**config.mk**
```make
export PLATFORM = sky130hd
export DESIGN_NAME = word_serializer
export DESIGN_NICKNAME = d
export VERILOG_FILES = /design/src/rtl/word_serializer_pkg.sv /design/src/rtl/word_serializer.sv
export SDC_FILE = /design/constraint.sdc
export NUM_CORES = 1
export LEC_CHECK = 0
export CAP_MARGIN = 20
export CORE_ASPECT_RATIO = 1.4
export CORE_MARGIN = 1.5
export CORE_UTILIZATION = 45
export DETAILED_ROUTE_END_ITERATION = 10
export PLACE_DENSITY = 0.83
export SLEW_MARGIN = 20
export SYNTH_ARGS = -nofsm -noshare
export SYNTH_HDL_FRONTEND = slang
export SYNTH_SLANG_ARGS = --single-unit
```
**constraint.sdc**
```tcl
create_clock -name clk_100M -period 1.5 [get_ports clk_100M]
set_input_delay 0.3 -clock clk_100M [delete_from_list [all_inputs] [get_ports clk_100M]]
set_output_delay 0.3 -clock clk_100M [all_outputs]
set_load 0.01 [all_outputs]
```
**src/rtl/word_serializer_pkg.sv**
```systemverilog
// Shared constants and helpers for the word serializer.
package word_serializer_pkg;

  localparam int BYTE_W = 8;

  // Width of a counter that must hold every value 0..n inclusive.
  function automatic int cnt_width(input int n);
    return $clog2(n + 1);
  endfunction

endpackage

```
**src/rtl/word_serializer.sv**
```systemverilog
// Parallel-in, serial-out serializer: one NBYTES-wide word in, one DW-bit symbol
// per cycle out, least-significant symbol first, on a valid/ready stream.
module word_serializer
  import word_serializer_pkg::*;
#(
  parameter int NBYTES = 4,
  parameter int DW     = BYTE_W
) (
  input  logic                 clk_100M,
  input  logic                 rst,
  input  logic [NBYTES*DW-1:0] word_in,
  input  logic                 word_valid,
  output logic                 word_ready,
  output logic [DW-1:0]        data_out,
  output logic                 data_valid,
  input  logic                 data_ready,
  output logic                 data_last
);

  localparam int CW = cnt_width(NBYTES);

  logic [NBYTES*DW-1:0] sh_q, sh_d;
  logic [CW-1:0]        cnt_q, cnt_d;
  logic                 valid_q, valid_d;
  logic                 last_q, last_d;
  logic                 accept;
  logic                 consume;

  // A new word may land on the same edge that drains the final symbol,
  // which is what lets consecutive words stream without a gap.
  assign word_ready = !rst && ((cnt_q == '0) || ((cnt_q == CW'(1)) && data_ready));
  assign accept     = word_valid && word_ready;
  assign consume    = valid_q && data_ready;

  always_comb begin
    sh_d  = sh_q;
    cnt_d = cnt_q;
    if (accept) begin
      sh_d  = word_in;
      cnt_d = CW'(NBYTES);
    end else if (consume) begin
      sh_d  = sh_q >> DW;
      cnt_d = cnt_q - CW'(1);
    end
    valid_d = (cnt_d != '0);
    last_d  = (cnt_d == CW'(1));
  end

  always_ff @(posedge clk_100M) begin
    if (rst) begin
      sh_q    <= '0;
      cnt_q   <= '0;
      valid_q <= 1'b0;
      last_q  <= 1'b0;
    end else begin
      sh_q    <= sh_d;
      cnt_q   <= cnt_d;
      valid_q <= valid_d;
      last_q  <= last_d;
    end
  end

  assign data_out   = sh_q[DW-1:0];
  assign data_valid = valid_q;
  assign data_last  = last_q;

endmodule

```
==> results.cfg, run 1 <==
[placement]
place_hpwl_mm = 2.81
number_of_port_buffers = 46
globalplace.congestion = 0.755
placement.cell_area_sq_mm = 0.00252

[synth]
dominantRegCellSynth = sky130_fd_sc_hd__dfxtp_1
synth_common_cells = 50 x sky130_fd_sc_hd__nand2_1, 37 x sky130_fd_sc_hd__dfxtp_1, 18 x sky130_fd_sc_hd__a311oi_2
synth.area.top_cells = sky130_fd_sc_hd__dfxtp_1 38%, sky130_fd_sc_hd__a311oi_2 14%, sky130_fd_sc_hd__nand2_1 9.5%
ys_async_sr_fraction = 0
yosys_register_bits = 37
synthesis.instances = 214
syn_nets = 253
seq_area_frac_synth = 0.375
synth_top_area_cell = sky130_fd_sc_hd__dfxtp_1
synth-edff-count = 0
post-synth-top-count-cell = sky130_fd_sc_hd__nand2_1
synth.avg_cell_area_sq_um = 9.23
synthDistinctLibCells = 30
synth_warnings = 0
netlist_area_sq_mm = 0.00197
netlist.area_leader.share = 0.375

[power]
power.net_switching_uw = 955
internal-power_mw = 2.28
clockPowerShare = 0.318
register_share_of_total_power = 0.365
swShare = 0.295
peakVddDrop_mv = 0.645
power.total_mw = 3.23
power_density_mw_per_mm2 = 1150
power_leakage_nw = 1.02
logic_pwr_share = 0.317

[clock_network]
cts.clk_slew.worst_paths_ns = 0.08
cts_hold_repair.buffers = 0
cts_sinks = 37
cts_tree = yes
cts-root-to-sink-buffers = 2
cts_root_buffer_type = sky130_fd_sc_hd__clkbuf_8
clk_latency_ns = 0.29
htreeDepth = 2
number_of_buffers_created_by_cts = 5

[drt]
routed_wire_length_per_instance_um = 16.4
route.detailed.drc = 0
detailroute.via_count = 1792
drtAntennaViolNets = 0
drt-pass1-iter-count = 4
routed_wl_mm = 5.04
post_drt_via_cell_ratio = 5.84
drt_initial_violations = 118

[critical_path]
startpoint_type = register
worst_r2r_endpoint = sh_q[13]$_SDFFE_PP0P_
reg2reg_setup_slack_ns = -0.03
cpMaxStageDelayCell = sky130_fd_sc_hd__dfxtp_2
critPathMaxFanout = 32
end_kind = register
slowest_delay_ns = 0.35
r2r_cells = 6
timing.critical_path.from = cnt_q[1]$_SDFF_PP0_
worstSetupEndpoint = sh_q[13]$_SDFFE_PP0P_
timing_worst_setup_path_type = reg -> reg
path_cells = inv_4 -> ha_4 -> a21oi_4 -> buf_8 -> nor3_1 -> a311oi_1
regToRegStartpoint = cnt_q[1]$_SDFF_PP0_
required_ns = 1.69
critical_path_arrival_ns = 1.72

[final_layout]
layout-drive-gt1-share = 0.317
multi_input_gate_area_sq_mm = 0.00111
insertedDiodeCount = 0
seq_area_sq_um = 747
num-nets-final = 300
fillers = 318
synthToLayoutAreaGrowth_pct = 42.3
finalInstanceArea_sq_mm = 0.00281

[outcome]
failed_checks = setup timing
status = finished, violations left

[global_routing]
grt_max_degree = 36
initial_antenna_violation_count = 0
grt_use_met3 = 0.0398
grt_pass1_vias = 1702
busiest_layer = met2
grt_util_met1 = 0.243
grtUsageMet2 = 0.349
grt-ovfl-total = 0
grt_pass1_wl_mm = 7.49
groute.usage.overall = 0.202

[timing]
maxClockFrequency_ghz = 0.655
slew_headroom = 0.672
finalHoldWorstSlack_ns = 0.476
setup_viol = 2
final_report_hold_violation_count = 0
period_utilisation_layout = 1.02
fin_ws_ns = -0.0257
tightestPinTransition_ns = 0.492
fin_tns_setup_ns = -0.0479
slew_viol_final = 0
period_minus_slack_ns = 1.53
finalClockSkew_ns = 0.00775
unrepaired_setup_endpoints_after_global_routing = yes

[die]
die_h_um = 81.4
initial_core_util = 0.470
floorplan_core_area_sq_mm = 0.00420
die_width_um = 59.0
top_level_ports = 47
die_area_sq_mm = 0.00480
rows = 28

[job]
max-cap-violations = 0

[hold_path]
worstHoldPathType = reg -> reg
power by group through the flow:
stage	Sequential (mW)	Combinational, mW	Clock [mW]
final	1.18	1.02	1.03
after global routing	1.19	1.10	1.07
after CTS	1.18	0.934	1.04
after detailed placement	1.19	0.913	0
after global placement	1.19	0.898	0
after floorplan	1.19	0.581	0
area by class of cell:
type	instances	share of cell area
clock buffers	5	0.0245
flip-flops and latches	37	0.266
repair buffers	68	0.266
clock inverters	3	0.0232
well taps	45	0.0200
multi-input cells	146	0.395
inverters	3	0.00579
cells by family after synthesis:
logic type | share of synthesized area
buffers and inverters | 0.0932
adder cells (fa/ha/maj) | 0.0190
flip-flops | 0.375
AND/OR/NAND/NOR | 0.262
AO/OA/AOI/OAI | 0.242
XOR/XNOR | 0.00887
critical path: cells and delay by family, from the launching register on:
family                     cells  cell delay [ns]
buffers and inverters          2             0.32
and+or+nand+nor                1             0.09
adders and majority gates      1             0.17
AOI/OAI and AO/OA              2             0.46
DFF                            1             0.35
worst min-delay path by stage:
stage               cells after the start  slack (ns)                  start                     to
CTS                                     2        0.48  sh_q[22]$_SDFFE_PP0P_  sh_q[14]$_SDFFE_PP0P_
detailed placement                      2        0.48  sh_q[22]$_SDFFE_PP0P_  sh_q[14]$_SDFFE_PP0P_
finish                                  2        0.48  sh_q[22]$_SDFFE_PP0P_  sh_q[14]$_SDFFE_PP0P_
floorplan                               2        0.45    cnt_q[1]$_SDFF_PP0_    cnt_q[1]$_SDFF_PP0_
global placement                        2        0.47  sh_q[18]$_SDFFE_PP0P_  sh_q[10]$_SDFFE_PP0P_
global route                            2        0.51   sh_q[9]$_SDFFE_PP0P_   sh_q[9]$_SDFFE_PP0P_
flip-flops by register name (all words and copies together) (netlist names):
register / count
sh_q: 32
cnt_q: 3
data_last: 1
data_valid: 1
metrics by stage:
stage | setup slack, ns | std cells | utilization
detailed placement | -0.391 | 295 | 0.599
global placement | -0.366 | 295 | 0.599
finish | -0.0257 | 307 | 0.668
CTS | -0.0142 | 304 | 0.641
global route | -0.0777 | 307 | 0.668
floorplan | 0.0591 | 214 | -
what timing repair did:
action,in CTS,in global routing
pin swaps,0,4
gates cloned,0,3
setup buffers,1,0
resized for setup,16,12
setup endpoints to repair,37,37
endpoints found under the hold margin,0,0
layout by cell type (no fill, tap or decap), types with 2 or more instances in the layout:
cell and instances:
sky130_fd_sc_hd__bufinv_16 2, sky130_fd_sc_hd__buf_12 5, sky130_fd_sc_hd__buf_2 2, sky130_fd_sc_hd__nand2_1 50
sky130_fd_sc_hd__o211ai_1 8, sky130_fd_sc_hd__clkdlybuf4s50_1 39, sky130_fd_sc_hd__a21oi_1 10, sky130_fd_sc_hd__clkbuf_16 3
sky130_fd_sc_hd__clkbuf_8 5, sky130_fd_sc_hd__a311oi_2 18, sky130_fd_sc_hd__a311oi_1 6, sky130_fd_sc_hd__xnor2_1 2
sky130_fd_sc_hd__buf_4 13, sky130_fd_sc_hd__nor3_2 17, sky130_fd_sc_hd__dfxtp_1 34, sky130_fd_sc_hd__dlymetal6s2s_1 4
sky130_fd_sc_hd__nand3_1 9, sky130_fd_sc_hd__ha_4 2, sky130_fd_sc_hd__nor3_1 8, sky130_fd_sc_hd__inv_4 2
sky130_fd_sc_hd__a31oi_1 2, sky130_fd_sc_hd__dfxtp_2 2
layer usage:
metal  vias to the layer above  part of all wire
li1                        865                 -
met1                       841              0.40
met2                        74              0.51
met3                        12             0.056
met4                         0             0.028
met5                         -                 0
Power figures use the tool's default switching activity.
==> inputs of run 2 (changes only) <==
CORE_ASPECT_RATIO = default   (was 1.4)
GPL_ROUTABILITY_DRIVEN = 0   (was default)
==> results.cfg, run 2 (synthesis results as in run 1) <==
[timing]
period_minus_slack_ns = 1.54
fin_ws_ns = -0.0370
maxClockFrequency_ghz = 0.651
unrepaired_setup_endpoints_after_global_routing = yes
tightestPinTransition_ns = 0.367
period_utilisation_layout = 1.02
final_report_hold_violation_count = 0
slew_viol_final = 0
setup_viol = 1
slew_headroom = 0.756
finalClockSkew_ns = 0.00525

[global_routing]
grt_use_met3 = 0.0596
initial_antenna_violation_count = 0
grt_pass1_vias = 1685
grt_pass1_wl_mm = 7.44
groute.usage.overall = 0.187
grt_max_degree = 35
grt_util_met1 = 0.230
busiest_layer = met2
grt-ovfl-total = 0
grtUsageMet2 = 0.309

[critical_path]
critical_path_arrival_ns = 1.24
timing_worst_setup_path_type = reg -> out
reg2reg_setup_slack_ns = 0.01
path_cells = inv_4 -> ha_4 -> a21oi_4 -> nor3_2 -> buf_2
startpoint_type = register
required_ns = 1.20
cpMaxStageDelayCell = sky130_fd_sc_hd__dfxtp_4
cp_delay_by_family_top = flip-flops
critical_path_buf_inv_count = 2
slowest_delay_ns = 0.38
end_kind = primary output
critPathMaxFanout = 3

[power]
register_share_of_total_power = 0.419
clockPowerShare = 0.236
power_leakage_nw = 0.965
peakVddDrop_mv = 0.519
swShare = 0.320
power.net_switching_uw = 899
internal-power_mw = 1.91
power_density_mw_per_mm2 = 1030
logic_pwr_share = 0.344

[final_layout]
num-nets-final = 299
fillers = 324
post_layout_util = 0.662
regMostFlops = sh_q
insertedDiodeCount = 0
synthToLayoutAreaGrowth_pct = 38.0
layout-drive-gt1-share = 0.318
commonest_cells_after_routing_fill_and_taps_aside = 50 x sky130_fd_sc_hd__nand2_1, 40 x sky130_fd_sc_hd__clkdlybuf4s50_1, 34 x sky130_fd_sc_hd__dfxtp_1
top_regs = sh_q x32, cnt_q x3
seq_area_sq_um = 747
leading_cell_type_in_the_layout_fill_and_taps_excluded = sky130_fd_sc_hd__nand2_1
finalInstanceArea_sq_mm = 0.00273
multi_input_gate_area_sq_mm = 0.00112
largest_register_ffs = 32

[hold_path]
worstHoldPathType = in -> reg

[drt]
drt_initial_violations = 87
drtAntennaViolNets = 0
route.detailed.drc = 0
routed_wire_length_per_instance_um = 14.4
post_drt_via_cell_ratio = 5.45
drt-pass1-iter-count = 4
routed_wl_mm = 4.47
detailroute.via_count = 1696

[clock_network]
clk_latency_ns = 0.29
cts_sinks = 37
cts_root_buffer_type = sky130_fd_sc_hd__clkbuf_8
cts-root-to-sink-buffers = 2
cts.clk_slew.worst_paths_ns = 0.07
number_of_buffers_created_by_cts = 5
htreeDepth = 2
cts_tree = yes

[die]
initial_core_util = 0.480
rows = 23
die_h_um = 69.2
floorplan_core_area_sq_mm = 0.00412
die_area_sq_mm = 0.00479
top_level_ports = 47
die_width_um = 69.2

[outcome]
failed_checks = setup timing
status = finished, violations left

[placement]
place_hpwl_mm = 2.83
number_of_port_buffers = 46
placement.cell_area_sq_mm = 0.00252

[job]
max-cap-violations = 0
run 2: cell types whose count changed in the layout (fill, tap and decap cells not counted), moves of 2 or more:
cell and delta:
sky130_fd_sc_hd__nor3_1 -4, sky130_fd_sc_hd__nor3_2 +4, sky130_fd_sc_hd__a311oi_1 -2, sky130_fd_sc_hd__a311oi_2 +2
sky130_fd_sc_hd__buf_4 +2, sky130_fd_sc_hd__bufinv_16 -2, sky130_fd_sc_hd__clkbuf_16 -2
run 2: worst min-delay path: cells and delay by family:
kind,cells,cell delay [ns]
buffers and inverters,2,0.32
AO/OA/AOI/OAI,1,0.05
run 2: worst paths after layout:
path                         start  depth (start not counted)                    end
max            cnt_q[0]$_SDFF_PP0_                          5             word_ready
min                            rst                          3  sh_q[26]$_SDFFE_PP0P_
max reg2reg    cnt_q[1]$_SDFF_PP0_                          7   sh_q[3]$_SDFFE_PP0P_
min reg2reg  sh_q[22]$_SDFFE_PP0P_                          2  sh_q[14]$_SDFFE_PP0P_
run 2: metal layers:
layer / vias to the layer above / part of all wire
met2: 54 / 0.48
met3: 7 / 0.061
met1: 773 / 0.45
met4: 0 / 0.015
met5: - / 0
li1: 862 / -
run 2: stage by stage:
| step | hold slack [ns] | cells | setup TNS [ns] | setup slack (ns) | power, mW |
|---|---|---|---|---|---|
| after floorplan | 0.446 | 214 | 0 | 0.0591 | 1.77 |
| after detailed placement | 0.475 | 301 | -9.30 | -0.440 | 2.09 |
| final | 0.425 | 311 | -0.0370 | -0.0370 | 2.81 |
| after CTS | 0.423 | 310 | -0.0241 | -0.0241 | 2.77 |
| after global placement | 0.471 | 301 | -8.21 | -0.369 | 2.07 |
| after global routing | 0.432 | 311 | -0.499 | -0.0858 | 2.96 |
run 2: cell type report:
class,instances,area share
multi-input cells,146,0.413
repair buffers,67,0.255
clock buffers,6,0.0266
flip-flops and latches,37,0.274
clock inverters,2,0.00367
inverters,3,0.00505
well taps,50,0.0230
run 2: what timing repair did:
item	in CTS	in global routing
setup buffers	1	0
gates resized for setup	15	14
setup endpoints to repair	35	35
hold buffers	0	0
cloned	0	1
endpoints found under the hold margin	0	0
pin swaps	1	0
run 2: power by group through the flow:
stage	Sequential (mW)	Clock (mW)	Combinational, mW
after global routing	1.19	0.723	1.04
after detailed placement	1.19	0	0.899
after CTS	1.18	0.680	0.918
final	1.18	0.663	0.967
after global placement	1.19	0	0.881
after floorplan	1.19	0	0.581
==> inputs of run 3 (changes only) <==
RECOVER_POWER = 100   (was default)
==> results.cfg, run 3 (synthesis results as in run 1) <==
[critical_path]
r2r_cells = 7
regToRegStartpoint = cnt_q[1]$_SDFF_PP0_
critPathMaxFanout = 3
reg2reg_setup_slack_ns = 0.01
end_kind = primary output
worst_r2r_endpoint = sh_q[3]$_SDFFE_PP0P_
required_ns = 1.20
startpoint_type = register
critical_path_arrival_ns = 1.24
timing_worst_setup_path_type = reg -> out

[final_layout]
fillers = 326
insertedDiodeCount = 0
regMostFlops = sh_q
synthToLayoutAreaGrowth_pct = 37.8
layout-drive-gt1-share = 0.318
finish.cell_count_without_fillers = 311
top_regs = sh_q x32, cnt_q x3
seq_area_sq_um = 747
multi_input_gate_area_sq_mm = 0.00112
finalInstanceArea_sq_mm = 0.00272
largest_register_ffs = 32
num-nets-final = 299
commonest_cells_after_routing_fill_and_taps_aside = 50 x sky130_fd_sc_hd__nand2_1, 40 x sky130_fd_sc_hd__clkdlybuf4s50_1, 34 x sky130_fd_sc_hd__dfxtp_1
leading_cell_type_in_the_layout_fill_and_taps_excluded = sky130_fd_sc_hd__nand2_1

[drt]
drt_initial_violations = 87
post_drt_via_cell_ratio = 5.46
route.detailed.drc = 0
drtAntennaViolNets = 0
routed_wire_length_per_instance_um = 14.3
routed_wl_mm = 4.46
drt-pass1-iter-count = 4
detailroute.via_count = 1698

[power]
power.total_mw = 2.81
peakVddDrop_mv = 0.519
power_leakage_nw = 0.931
power_density_mw_per_mm2 = 1030

[die]
floorplan_core_area_sq_mm = 0.00412
top_level_ports = 47
initial_core_util = 0.480
rows = 23
die_area_sq_mm = 0.00479
die_h_um = 69.2
die_width_um = 69.2

[global_routing]
grt_max_degree = 35
grt_pass1_wl_mm = 7.44
initial_antenna_violation_count = 0
grt-ovfl-total = 0
groute.usage.overall = 0.187
grt_pass1_vias = 1685

[timing]
finalHoldWorstSlack_ns = 0.425
slew_headroom = 0.756
fin_ws_ns = -0.0370
unrepaired_setup_endpoints_after_global_routing = yes
tightestPinTransition_ns = 0.366
final_report_hold_violation_count = 0
period_utilisation_layout = 1.02
setup_viol = 1
fin_tns_setup_ns = -0.0370
period_minus_slack_ns = 1.54
finalClockSkew_ns = 0.00525
slew_viol_final = 0
maxClockFrequency_ghz = 0.651

[clock_network]
cts_hold_repair.buffers = 0
cts_sinks = 37
htreeDepth = 2
cts_tree = yes
clk_latency_ns = 0.29
number_of_buffers_created_by_cts = 5
cts.clk_slew.worst_paths_ns = 0.07
cts-root-to-sink-buffers = 2
cts_root_buffer_type = sky130_fd_sc_hd__clkbuf_8

[outcome]
failed_checks = setup timing
status = finished, violations left

[job]
max-cap-violations = 0

[hold_path]
min_to = sh_q[26]$_SDFFE_PP0P_
timing.hold.worst.start = rst
worstHoldPathCells = 3
worstHoldPathType = in -> reg

[placement]
placement.cell_area_sq_mm = 0.00252
number_of_port_buffers = 46
place_hpwl_mm = 2.83
numPlacedInstances = 301
run 3: area by class of cell:
class / count / area share
clock buffers: 6 / 0.0267
multi-input cells: 146 / 0.414
clock inverters: 2 / 0.00368
flip-flops and latches: 37 / 0.275
repair buffers: 67 / 0.253
well taps: 50 / 0.0230
inverters: 3 / 0.00506
run 3: how the worst max path moves through the flow:
stage	cells after the start	slack [ns]	end	from
2_1_floorplan	6	0.06	data_last$_SDFF_PP0_	cnt_q[0]$_SDFF_PP0_
3_3_place_gp	4	-0.37	word_ready	data_ready
3_5_place_dp	4	-0.44	word_ready	data_ready
4_1_cts	5	-0.02	word_ready	cnt_q[0]$_SDFF_PP0_
5_1_grt	5	-0.09	word_ready	cnt_q[0]$_SDFF_PP0_
6_report	5	-0.04	word_ready	cnt_q[0]$_SDFF_PP0_
run 3: per-stage QoR:
step | util | setup slack, ns
final | 0.661 | -0.0370
after global routing | 0.661 | -0.0858
after CTS | 0.642 | -0.0241
after detailed placement | 0.613 | -0.440
after global placement | 0.613 | -0.369
after floorplan | - | 0.0591
run 3: critical path: stages, from the launching register on:
cell and delay [ns]:
sky130_fd_sc_hd__dfxtp_4 0.38, sky130_fd_sc_hd__inv_4 0.04, sky130_fd_sc_hd__ha_4 0.16, sky130_fd_sc_hd__a21oi_4 0.17, sky130_fd_sc_hd__nor3_2 0.06, sky130_fd_sc_hd__buf_2 0.13
run 3: timing repair:
item                       4_1_cts  5_1_grt
gates resized for setup         15       14
pin swaps                        1        0
cloned                           0        1
setup buffers                    1        0
setup endpoints to repair       35       35
run 3: layer usage:
| layer | global-route usage | up-vias | part of all wire |
|---|---|---|---|
| li1 | - | 862 | - |
| met1 | 0.230 | 775 | 0.45 |
| met2 | 0.309 | 54 | 0.48 |
| met3 | 0.0596 | 7 | 0.061 |
| met4 | 0.0654 | 0 | 0.015 |
| met5 | 0 | - | 0 |
run 3: where the power goes:
group          internal, mW  switching [mW]  total [mW]
clock                 0.322           0.342       0.663
sequential             1.11          0.0711        1.18
combinational         0.480           0.486       0.966
total                  1.91           0.899        2.81
